<file path="src/rtl/pio_pkg.sv">
// pio_pkg: register offsets, AXI response codes and the register-select decoder shared by
// the programmable I/O block.
package pio_pkg;

    // Byte offsets; only addr[7:2] takes part in the decode.
    localparam logic [7:0] ADDR_ODATA     = 8'h00;
    localparam logic [7:0] ADDR_OENABLE   = 8'h04;
    localparam logic [7:0] ADDR_IDATA     = 8'h08;
    localparam logic [7:0] ADDR_RISE_IE   = 8'h0C;
    localparam logic [7:0] ADDR_FALL_IE   = 8'h10;
    localparam logic [7:0] ADDR_RISE_PEND = 8'h14;
    localparam logic [7:0] ADDR_FALL_PEND = 8'h18;
    localparam logic [7:0] ADDR_ODATA_SET = 8'h1C;
    localparam logic [7:0] ADDR_ODATA_CLR = 8'h20;
    localparam logic [7:0] ADDR_ODATA_TOG = 8'h24;
    localparam logic [7:0] ADDR_INFO      = 8'h28;

    localparam logic [1:0] RESP_OKAY   = 2'b00;
    localparam logic [1:0] RESP_SLVERR = 2'b10;

    typedef enum logic [3:0] {
        SelNone,
        SelOdata,
        SelOenable,
        SelIdata,
        SelRiseIe,
        SelFallIe,
        SelRisePend,
        SelFallPend,
        SelOdataSet,
        SelOdataClr,
        SelOdataTog,
        SelInfo
    } reg_sel_e;

    // Map a word index (addr[7:2]) to a register select; the set/clr/tog aliases only
    // exist when the feature is built in.
    function automatic reg_sel_e decode_addr(input logic [5:0] widx, input logic setclr_en);
        reg_sel_e sel;
        sel = SelNone;
        case ({widx, 2'b00})
            ADDR_ODATA:     sel = SelOdata;
            ADDR_OENABLE:   sel = SelOenable;
            ADDR_IDATA:     sel = SelIdata;
            ADDR_RISE_IE:   sel = SelRiseIe;
            ADDR_FALL_IE:   sel = SelFallIe;
            ADDR_RISE_PEND: sel = SelRisePend;
            ADDR_FALL_PEND: sel = SelFallPend;
            ADDR_ODATA_SET: sel = setclr_en ? SelOdataSet : SelNone;
            ADDR_ODATA_CLR: sel = setclr_en ? SelOdataClr : SelNone;
            ADDR_ODATA_TOG: sel = setclr_en ? SelOdataTog : SelNone;
            ADDR_INFO:      sel = SelInfo;
            default:        sel = SelNone;
        endcase
        return sel;
    endfunction

endpackage

</file>
<file path="src/rtl/pio_sync_edge.sv">
// pio_sync_edge: pad-input synchroniser with rise/fall pulse generation. Edge pulses are
// suppressed until the chain has refilled after reset so stale zeros never look like edges.
module pio_sync_edge #(
    parameter int unsigned WIDTH       = 10,
    parameter int unsigned SYNC_STAGES = 2
) (
    input  logic             clk,
    input  logic             reset,
    input  logic [WIDTH-1:0] idata,
    output logic [WIDTH-1:0] synced,
    output logic [WIDTH-1:0] rise,
    output logic [WIDTH-1:0] fall
);

    localparam int unsigned MaskCycles = SYNC_STAGES + 1;
    localparam int unsigned CntW       = $clog2(MaskCycles + 1);

    logic [WIDTH-1:0] sync_q [SYNC_STAGES];
    logic [WIDTH-1:0] prev_q;
    logic [CntW-1:0]  cnt_q;
    logic             armed;

    assign armed  = (cnt_q == CntW'(MaskCycles));
    assign synced = sync_q[SYNC_STAGES-1];
    assign rise   = armed ? (synced & ~prev_q) : '0;
    assign fall   = armed ? (~synced & prev_q) : '0;

    // Synchroniser chain plus one extra sample of its last stage for edge comparison.
    always_ff @(posedge clk) begin
        if (reset) begin
            for (int i = 0; i < int'(SYNC_STAGES); i++) begin
                sync_q[i] <= '0;
            end
            prev_q <= '0;
        end else begin
            sync_q[0] <= idata;
            for (int i = 1; i < int'(SYNC_STAGES); i++) begin
                sync_q[i] <= sync_q[i-1];
            end
            prev_q <= sync_q[SYNC_STAGES-1];
        end
    end

    // Post-reset mask: count SYNC_STAGES+1 cycles, then stay armed.
    always_ff @(posedge clk) begin
        if (reset) begin
            cnt_q <= '0;
        end else if (!armed) begin
            cnt_q <= cnt_q + 1'b1;
        end
    end

endmodule

</file>
<file path="src/rtl/pio_multi.sv">
// pio_multi: parametrised programmable I/O with an AXI4-Lite control slave, synchronised
// inputs and per-pin rise/fall interrupts with W1C pending bits.
// Optional feature: define PIO_SETCLR_EN to add the ODATA set/clear/toggle aliases.
module pio_multi
    import pio_pkg::*;
#(
    parameter int unsigned WIDTH       = 10,
    parameter int unsigned SYNC_STAGES = 2
) (
    input  logic             clk,
    input  logic             reset,
    input  logic             t_ctrl_awvalid,
    output logic             t_ctrl_awready,
    input  logic [31:0]      t_ctrl_awaddr,
    input  logic [2:0]       t_ctrl_awprot,
    input  logic             t_ctrl_wvalid,
    output logic             t_ctrl_wready,
    input  logic [31:0]      t_ctrl_wdata,
    input  logic [3:0]       t_ctrl_wstrb,
    output logic             t_ctrl_bvalid,
    input  logic             t_ctrl_bready,
    output logic [1:0]       t_ctrl_bresp,
    input  logic             t_ctrl_arvalid,
    output logic             t_ctrl_arready,
    input  logic [31:0]      t_ctrl_araddr,
    input  logic [2:0]       t_ctrl_arprot,
    output logic             t_ctrl_rvalid,
    input  logic             t_ctrl_rready,
    output logic [31:0]      t_ctrl_rdata,
    output logic [1:0]       t_ctrl_rresp,
    output logic             irq0,
    output logic             irq1,
    output logic [WIDTH-1:0] odata,
    output logic [WIDTH-1:0] oenable,
    input  logic [WIDTH-1:0] idata
);

`ifdef PIO_SETCLR_EN
    localparam logic SetClrEn = 1'b1;
`else
    localparam logic SetClrEn = 1'b0;
`endif

    logic             aw_held_q, w_held_q, bvalid_q, rvalid_q;
    logic [5:0]       awidx_q;
    logic [WIDTH-1:0] wdata_q;
    logic [3:0]       wstrb_q;
    logic [1:0]       bresp_q, rresp_q;
    logic [31:0]      rdata_q;
    logic [WIDTH-1:0] odata_q, oenable_q, rise_ie_q, fall_ie_q, rise_pend_q, fall_pend_q;
    logic [WIDTH-1:0] odata_d, oenable_d, rise_ie_d, fall_ie_d, rise_pend_d, fall_pend_d;
    logic             irq0_q, irq1_q;

    logic [WIDTH-1:0] synced, rise, fall;
    logic [WIDTH-1:0] wmask, wbits;
    logic [31:0]      rd_val;
    logic [1:0]       rd_resp, wr_resp;
    logic             do_write;
    reg_sel_e         wr_sel, rd_sel;
    logic             unused_bits;

    pio_sync_edge #(
        .WIDTH       (WIDTH),
        .SYNC_STAGES (SYNC_STAGES)
    ) u_sync_edge (
        .clk    (clk),
        .reset  (reset),
        .idata  (idata),
        .synced (synced),
        .rise   (rise),
        .fall   (fall)
    );

    // The write slot stays busy until the response is consumed, so a new AW/W is only
    // taken once the previous B has been accepted.
    assign t_ctrl_awready = !reset && !aw_held_q && !bvalid_q;
    assign t_ctrl_wready  = !reset && !w_held_q && !bvalid_q;
    assign t_ctrl_arready = !reset && !rvalid_q;
    assign t_ctrl_bvalid  = bvalid_q;
    assign t_ctrl_bresp   = bresp_q;
    assign t_ctrl_rvalid  = rvalid_q;
    assign t_ctrl_rdata   = rdata_q;
    assign t_ctrl_rresp   = rresp_q;
    assign odata          = odata_q;
    assign oenable        = oenable_q;
    assign irq0           = irq0_q;
    assign irq1           = irq1_q;

    assign do_write = aw_held_q && w_held_q && !bvalid_q;
    assign wr_sel   = decode_addr(awidx_q, SetClrEn);
    assign rd_sel   = decode_addr(t_ctrl_araddr[7:2], SetClrEn);
    assign wr_resp  = (wr_sel == SelNone) ? RESP_SLVERR : RESP_OKAY;
    assign wbits    = wdata_q & wmask;

    assign unused_bits = ^{t_ctrl_awprot, t_ctrl_arprot, t_ctrl_awaddr, t_ctrl_araddr,
                           t_ctrl_wdata};

    // Expand the held byte strobes to a per-pin write mask.
    always_comb begin
        wmask = '0;
        for (int i = 0; i < int'(WIDTH); i++) begin
            wmask[i] = wstrb_q[i/8];
        end
    end

    // Register-file next state; a new edge wins over a coincident W1C.
    always_comb begin
        odata_d     = odata_q;
        oenable_d   = oenable_q;
        rise_ie_d   = rise_ie_q;
        fall_ie_d   = fall_ie_q;
        rise_pend_d = rise_pend_q;
        fall_pend_d = fall_pend_q;
        if (do_write) begin
            case (wr_sel)
                SelOdata:    odata_d     = (odata_q & ~wmask) | wbits;
                SelOenable:  oenable_d   = (oenable_q & ~wmask) | wbits;
                SelRiseIe:   rise_ie_d   = (rise_ie_q & ~wmask) | wbits;
                SelFallIe:   fall_ie_d   = (fall_ie_q & ~wmask) | wbits;
                SelRisePend: rise_pend_d = rise_pend_q & ~wbits;
                SelFallPend: fall_pend_d = fall_pend_q & ~wbits;
`ifdef PIO_SETCLR_EN
                SelOdataSet: odata_d     = odata_q | wbits;
                SelOdataClr: odata_d     = odata_q & ~wbits;
                SelOdataTog: odata_d     = odata_q ^ wbits;
`endif
                default: ;
            endcase
        end
        rise_pend_d = rise_pend_d | (rise & rise_ie_q);
        fall_pend_d = fall_pend_d | (fall & fall_ie_q);
    end

    // Read mux; sampled into rdata on the AR handshake, so it sees pre-write values.
    always_comb begin
        rd_val  = '0;
        rd_resp = RESP_OKAY;
        case (rd_sel)
            SelOdata:    rd_val[WIDTH-1:0] = odata_q;
            SelOenable:  rd_val[WIDTH-1:0] = oenable_q;
            SelIdata:    rd_val[WIDTH-1:0] = synced;
            SelRiseIe:   rd_val[WIDTH-1:0] = rise_ie_q;
            SelFallIe:   rd_val[WIDTH-1:0] = fall_ie_q;
            SelRisePend: rd_val[WIDTH-1:0] = rise_pend_q;
            SelFallPend: rd_val[WIDTH-1:0] = fall_pend_q;
            SelInfo:     rd_val            = 32'(WIDTH);
            SelOdataSet, SelOdataClr, SelOdataTog: rd_val = '0;
            default:     rd_resp           = RESP_SLVERR;
        endcase
    end

    // AXI-Lite write/read channel state, register file and interrupt flops.
    always_ff @(posedge clk) begin
        if (reset) begin
            aw_held_q   <= 1'b0;
            w_held_q    <= 1'b0;
            awidx_q     <= '0;
            wdata_q     <= '0;
            wstrb_q     <= '0;
            bvalid_q    <= 1'b0;
            bresp_q     <= RESP_OKAY;
            rvalid_q    <= 1'b0;
            rdata_q     <= '0;
            rresp_q     <= RESP_OKAY;
            odata_q     <= '0;
            oenable_q   <= '0;
            rise_ie_q   <= '0;
            fall_ie_q   <= '0;
            rise_pend_q <= '0;
            fall_pend_q <= '0;
            irq0_q      <= 1'b0;
            irq1_q      <= 1'b0;
        end else begin
            if (t_ctrl_awvalid && t_ctrl_awready) begin
                aw_held_q <= 1'b1;
                awidx_q   <= t_ctrl_awaddr[7:2];
            end else if (do_write) begin
                aw_held_q <= 1'b0;
            end

            if (t_ctrl_wvalid && t_ctrl_wready) begin
                w_held_q <= 1'b1;
                wdata_q  <= t_ctrl_wdata[WIDTH-1:0];
                wstrb_q  <= t_ctrl_wstrb;
            end else if (do_write) begin
                w_held_q <= 1'b0;
            end

            if (do_write) begin
                bvalid_q <= 1'b1;
                bresp_q  <= wr_resp;
            end else if (bvalid_q && t_ctrl_bready) begin
                bvalid_q <= 1'b0;
            end

            if (t_ctrl_arvalid && t_ctrl_arready) begin
                rvalid_q <= 1'b1;
                rdata_q  <= rd_val;
                rresp_q  <= rd_resp;
            end else if (rvalid_q && t_ctrl_rready) begin
                rvalid_q <= 1'b0;
            end

            odata_q     <= odata_d;
            oenable_q   <= oenable_d;
            rise_ie_q   <= rise_ie_d;
            fall_ie_q   <= fall_ie_d;
            rise_pend_q <= rise_pend_d;
            fall_pend_q <= fall_pend_d;
            irq0_q      <= |rise_pend_q;
            irq1_q      <= |fall_pend_q;
        end
    end

endmodule
</file>
<file path="config.mk">
export PLATFORM = sky130hd
export DESIGN_NAME = pio_multi
export DESIGN_NICKNAME = d
export VERILOG_FILES = /design/src/rtl/pio_pkg.sv /design/src/rtl/pio_sync_edge.sv /design/src/rtl/pio_multi.sv
export SDC_FILE = /design/constraint.sdc
export NUM_CORES = 1
export LEC_CHECK = 0
export BUFFER_PORTS_ARGS = -buffer_cell sky130_fd_sc_hd__buf_2
export CORE_UTILIZATION = 50
export CTS_CLUSTER_SIZE = 40
export DETAILED_ROUTE_END_ITERATION = 7
export PLACE_DENSITY = 0.77
export SETUP_SLACK_MARGIN = 0.1
export SYNTH_ARGS = -nofsm -noshare
export SYNTH_HDL_FRONTEND = slang
export SYNTH_SLANG_ARGS = --single-unit
</file>
<file path="constraint.sdc">
create_clock -name clk -period 2.3 [get_ports clk]
set_input_delay 0 -clock clk [delete_from_list [all_inputs] [get_ports clk]]
set_output_delay 0 -clock clk [all_outputs]
set_load 0.01 [all_outputs]
</file>
==> results.tsv <==
metric	value	unit
drt-initial-drc-count	317	
netSwitchingFraction	0.225	
max_freq	481	MHz
pwr-share-clk	0.513	
synthDistinctLibCells	51	
grt_busiest_layer	met2	
relSlewSlack	0.527	
synth_seq_cells	128	
rrSetupSlack	0.22	ns
synth_seq_area_share	0.469	
final_hold_viol_count	0	
cts_buffer_depth	2	
io_buffer_count	79	
timing.rr.end	t_ctrl_rdata[1]	
worstReg2RegStart	t_ctrl_rvalid	
start_kind	register	
combPwrFrac	0.066	
grt_use_total	0.253	
fin_skew	0.00382	ns
synthesis.area	5460	sq um
synth-edff-count	0	
num_vias	4612	
rr_worst_depth	5	
stdcell_count	832	
crit_start	t_ctrl_rvalid	
leakagePower	0.00284	uW
path_clk_slew	0.06	ns
period_share	0.903	
rows	37	
hp-class	in -> reg	
cts_tree	yes	
worstPathArrival	2.51	ns
wl_per_cell	16.1	microns
p_seq_frac	0.421	
max_stage_delay	0.60	ns
finalMaxSlewViolations	0	
cts_setup_buffers	0	
wl	13.4	mm
htree_levels	4	
numCtsBuffers	17	
async_flop_share	0	
final.setup.tns	0	ns
finalPower	5540	uW
antenna-diode-count	0	
clock-sinks	128	
viasPerCell	5.54	
antenna_found_initial	0	
place_inst	757	
peakVddDrop	0.000474	V
pre_cts_ws	0.425	ns
cp_cell_sequence	or3b_4 > a221oi_2 > nand2_1 > dlygate4sd3_1 > a221oi_1	
grt_first_pass_wirelength	22.0	mm
clockRootBuffer	clkbuf_8	
grt_pass1_vias	4433	
cap_violations	0	
tightest_slew	0.708	ns
num_io_pins	186	
gp_congestion	0.850	
grt_overflow	0	
p_per_area	799	nW/um^2
grt_util_met3	0.0582	
place_hpwl	8.74	mm
clk_latency	0.53	ns
syn_avg_cell_area	9.68	sq um
status	finished with violations	
crit_path_end_kind	register	
drive_gt1_frac	0.216	
synth-main-ff-cell	dfxtp_1	
setup_viol	0	
yosys_warnings	0	
nets	807	
grt_util_met1	0.333	
postRouteAntennaNets	0	
crit_type	reg -> reg	
fin_crit	2.08	ns
cp-endpoint	t_ctrl_rdata[1]	
die-height	106	microns
grt_max_degree	56	
path_max_fanout	6	
violations	DRC	
grtUsageMet2	0.397	
core_region_area	10500	sq um
dieArea	11300	sq um
p_sw	1250	uW
rsz0062_at_grt	no	
cpMaxStageDelayCell	dlygate4sd3_1	
dieWidth	106	microns
hold_ws	0.0741	ns
layout_setup_ws	0.222	ns
intPower	4290	uW
synthCells	564	
drtPass1Iterations	8	
crit_required	2.73	ns
drc	2	
syn_to_final_growth	27.1	%
start_util	0.522	
[cell families (layout without fill, tap and decap cells)]
| family | Yosys count | count (layout) | synth area share |
|---|---|---|---|
| simple gates | 222 | 222 | 0.223 |
| xor+xnor | 1 | 1 | 0.00160 |
| flops | 128 | 128 | 0.469 |
| mux | 59 | 59 | 0.131 |
| compound gates | 90 | 90 | 0.107 |
| fa+ha+maj | 1 | 1 | 0.00229 |
| other cells | 1 | 24 | 0.000687 |
| buf+inv | 62 | 171 | 0.0642 |
[per-stage QoR]
step           instance area, sq um   util
2_1_floorplan                  5550      -
3_3_place_gp                   5870  0.561
3_5_place_dp                   5870  0.561
4_1_cts                        6940  0.663
5_1_grt                        6940  0.663
6_report                       6940  0.663
[final cells by class]
cell class,count,area (sq um)
sequential,128,2560
inverter,6,22.5
tap,136,170
clock inverter,12,181
multi-input combinational,397,2640
clock buffer,20,455
timing repair buffer,133,911
fill,812,3520
[what timing repair did]
action | CTS | global route
hold buffers | 43 | 0
setup endpoints to repair | 0 | 2
resized for setup | 0 | 1
endpoints found under the hold margin | 35 | 0
[Yosys cell counts (2+ instances only)]
| cell type | n | area share |
|---|---|---|
| a211oi_1 | 5 | 0.0069 |
| a21bo_2 | 8 | 0.015 |
| a21oi_1 | 46 | 0.042 |
| a221oi_1 | 2 | 0.0032 |
| a22o_1 | 7 | 0.011 |
| a31oi_1 | 2 | 0.0023 |
| a32oi_1 | 2 | 0.0032 |
| and3_1 | 2 | 0.0023 |
| and4_1 | 2 | 0.0032 |
| and4b_1 | 2 | 0.0037 |
| buf_1 | 4 | 0.0027 |
| buf_2 | 4 | 0.0037 |
| buf_4 | 26 | 0.036 |
| buf_6 | 2 | 0.0041 |
| clkbuf_1 | 20 | 0.014 |
| dfxtp_1 | 128 | 0.47 |
| inv_1 | 6 | 0.0041 |
| mux2i_1 | 49 | 0.090 |
| mux4_2 | 10 | 0.041 |
| nand2_1 | 62 | 0.043 |
| nand2b_1 | 6 | 0.0069 |
| nand3_1 | 11 | 0.010 |
| nand3_2 | 2 | 0.0037 |
| nand4_1 | 7 | 0.0080 |
| nand4b_1 | 21 | 0.034 |
| nor2_1 | 52 | 0.036 |
| nor2b_1 | 32 | 0.037 |
| nor3_1 | 5 | 0.0046 |
| nor4_1 | 4 | 0.0046 |
| nor4_4 | 2 | 0.0078 |
| nor4b_1 | 2 | 0.0032 |
| o211ai_1 | 7 | 0.0096 |
| o21ai_0 | 4 | 0.0037 |
| o21ai_1 | 2 | 0.0018 |
| or3_1 | 2 | 0.0023 |
[per-layer routing]
metal  vias to the layer above  wire length [microns]
met2                       196                   6250
li1                       2199                      -
met4                         0                    261
met3                        26                    824
met5                         -                      0
met1                      2191                   6040
[placed cells by master, fill, tap and decap left out, types with 10 or more instances in the layout]
master / instances
dfxtp_1: 128
buf_2: 78
nand2_1: 62
nor2_1: 52
mux2i_1: 49
a21oi_1: 46
dlygate4sd3_1: 43
nor2b_1: 32
conb_1: 24
nand4b_1: 21
clkbuf_16: 16
buf_4: 12
nand3_1: 11
mux4_2: 10
[worst max-delay path, delay by kind of cell (launching register included)]
kind,cells,cell delay (ns)
compound gates,2,0.50
simple gates,2,0.53
flops,1,0.35
buf+inv,1,0.60
[power groups by stage]
stage	clock [uW]	sequential [uW]	combinational (uW)
3_5_place_dp	0	2380	304
6_report	2840	2330	368
4_1_cts	2880	2330	363
2_1_floorplan	0	2360	243
3_3_place_gp	0	2370	293
5_1_grt	2980	2340	403
[worst min-delay path by stage]
stage | from | cells past startpoint | end
floorplan | t_ctrl_rready | 1 | t_ctrl_rvalid
global placement | t_ctrl_rready | 2 | t_ctrl_rvalid
detailed placement | t_ctrl_rready | 2 | t_ctrl_rvalid
CTS | t_ctrl_wvalid | 6 | wdata_q[4]
global route | t_ctrl_wvalid | 6 | wdata_q[4]
finish | t_ctrl_wvalid | 6 | wdata_q[4]
Note: power is estimated with default switching activity, not from simulation.
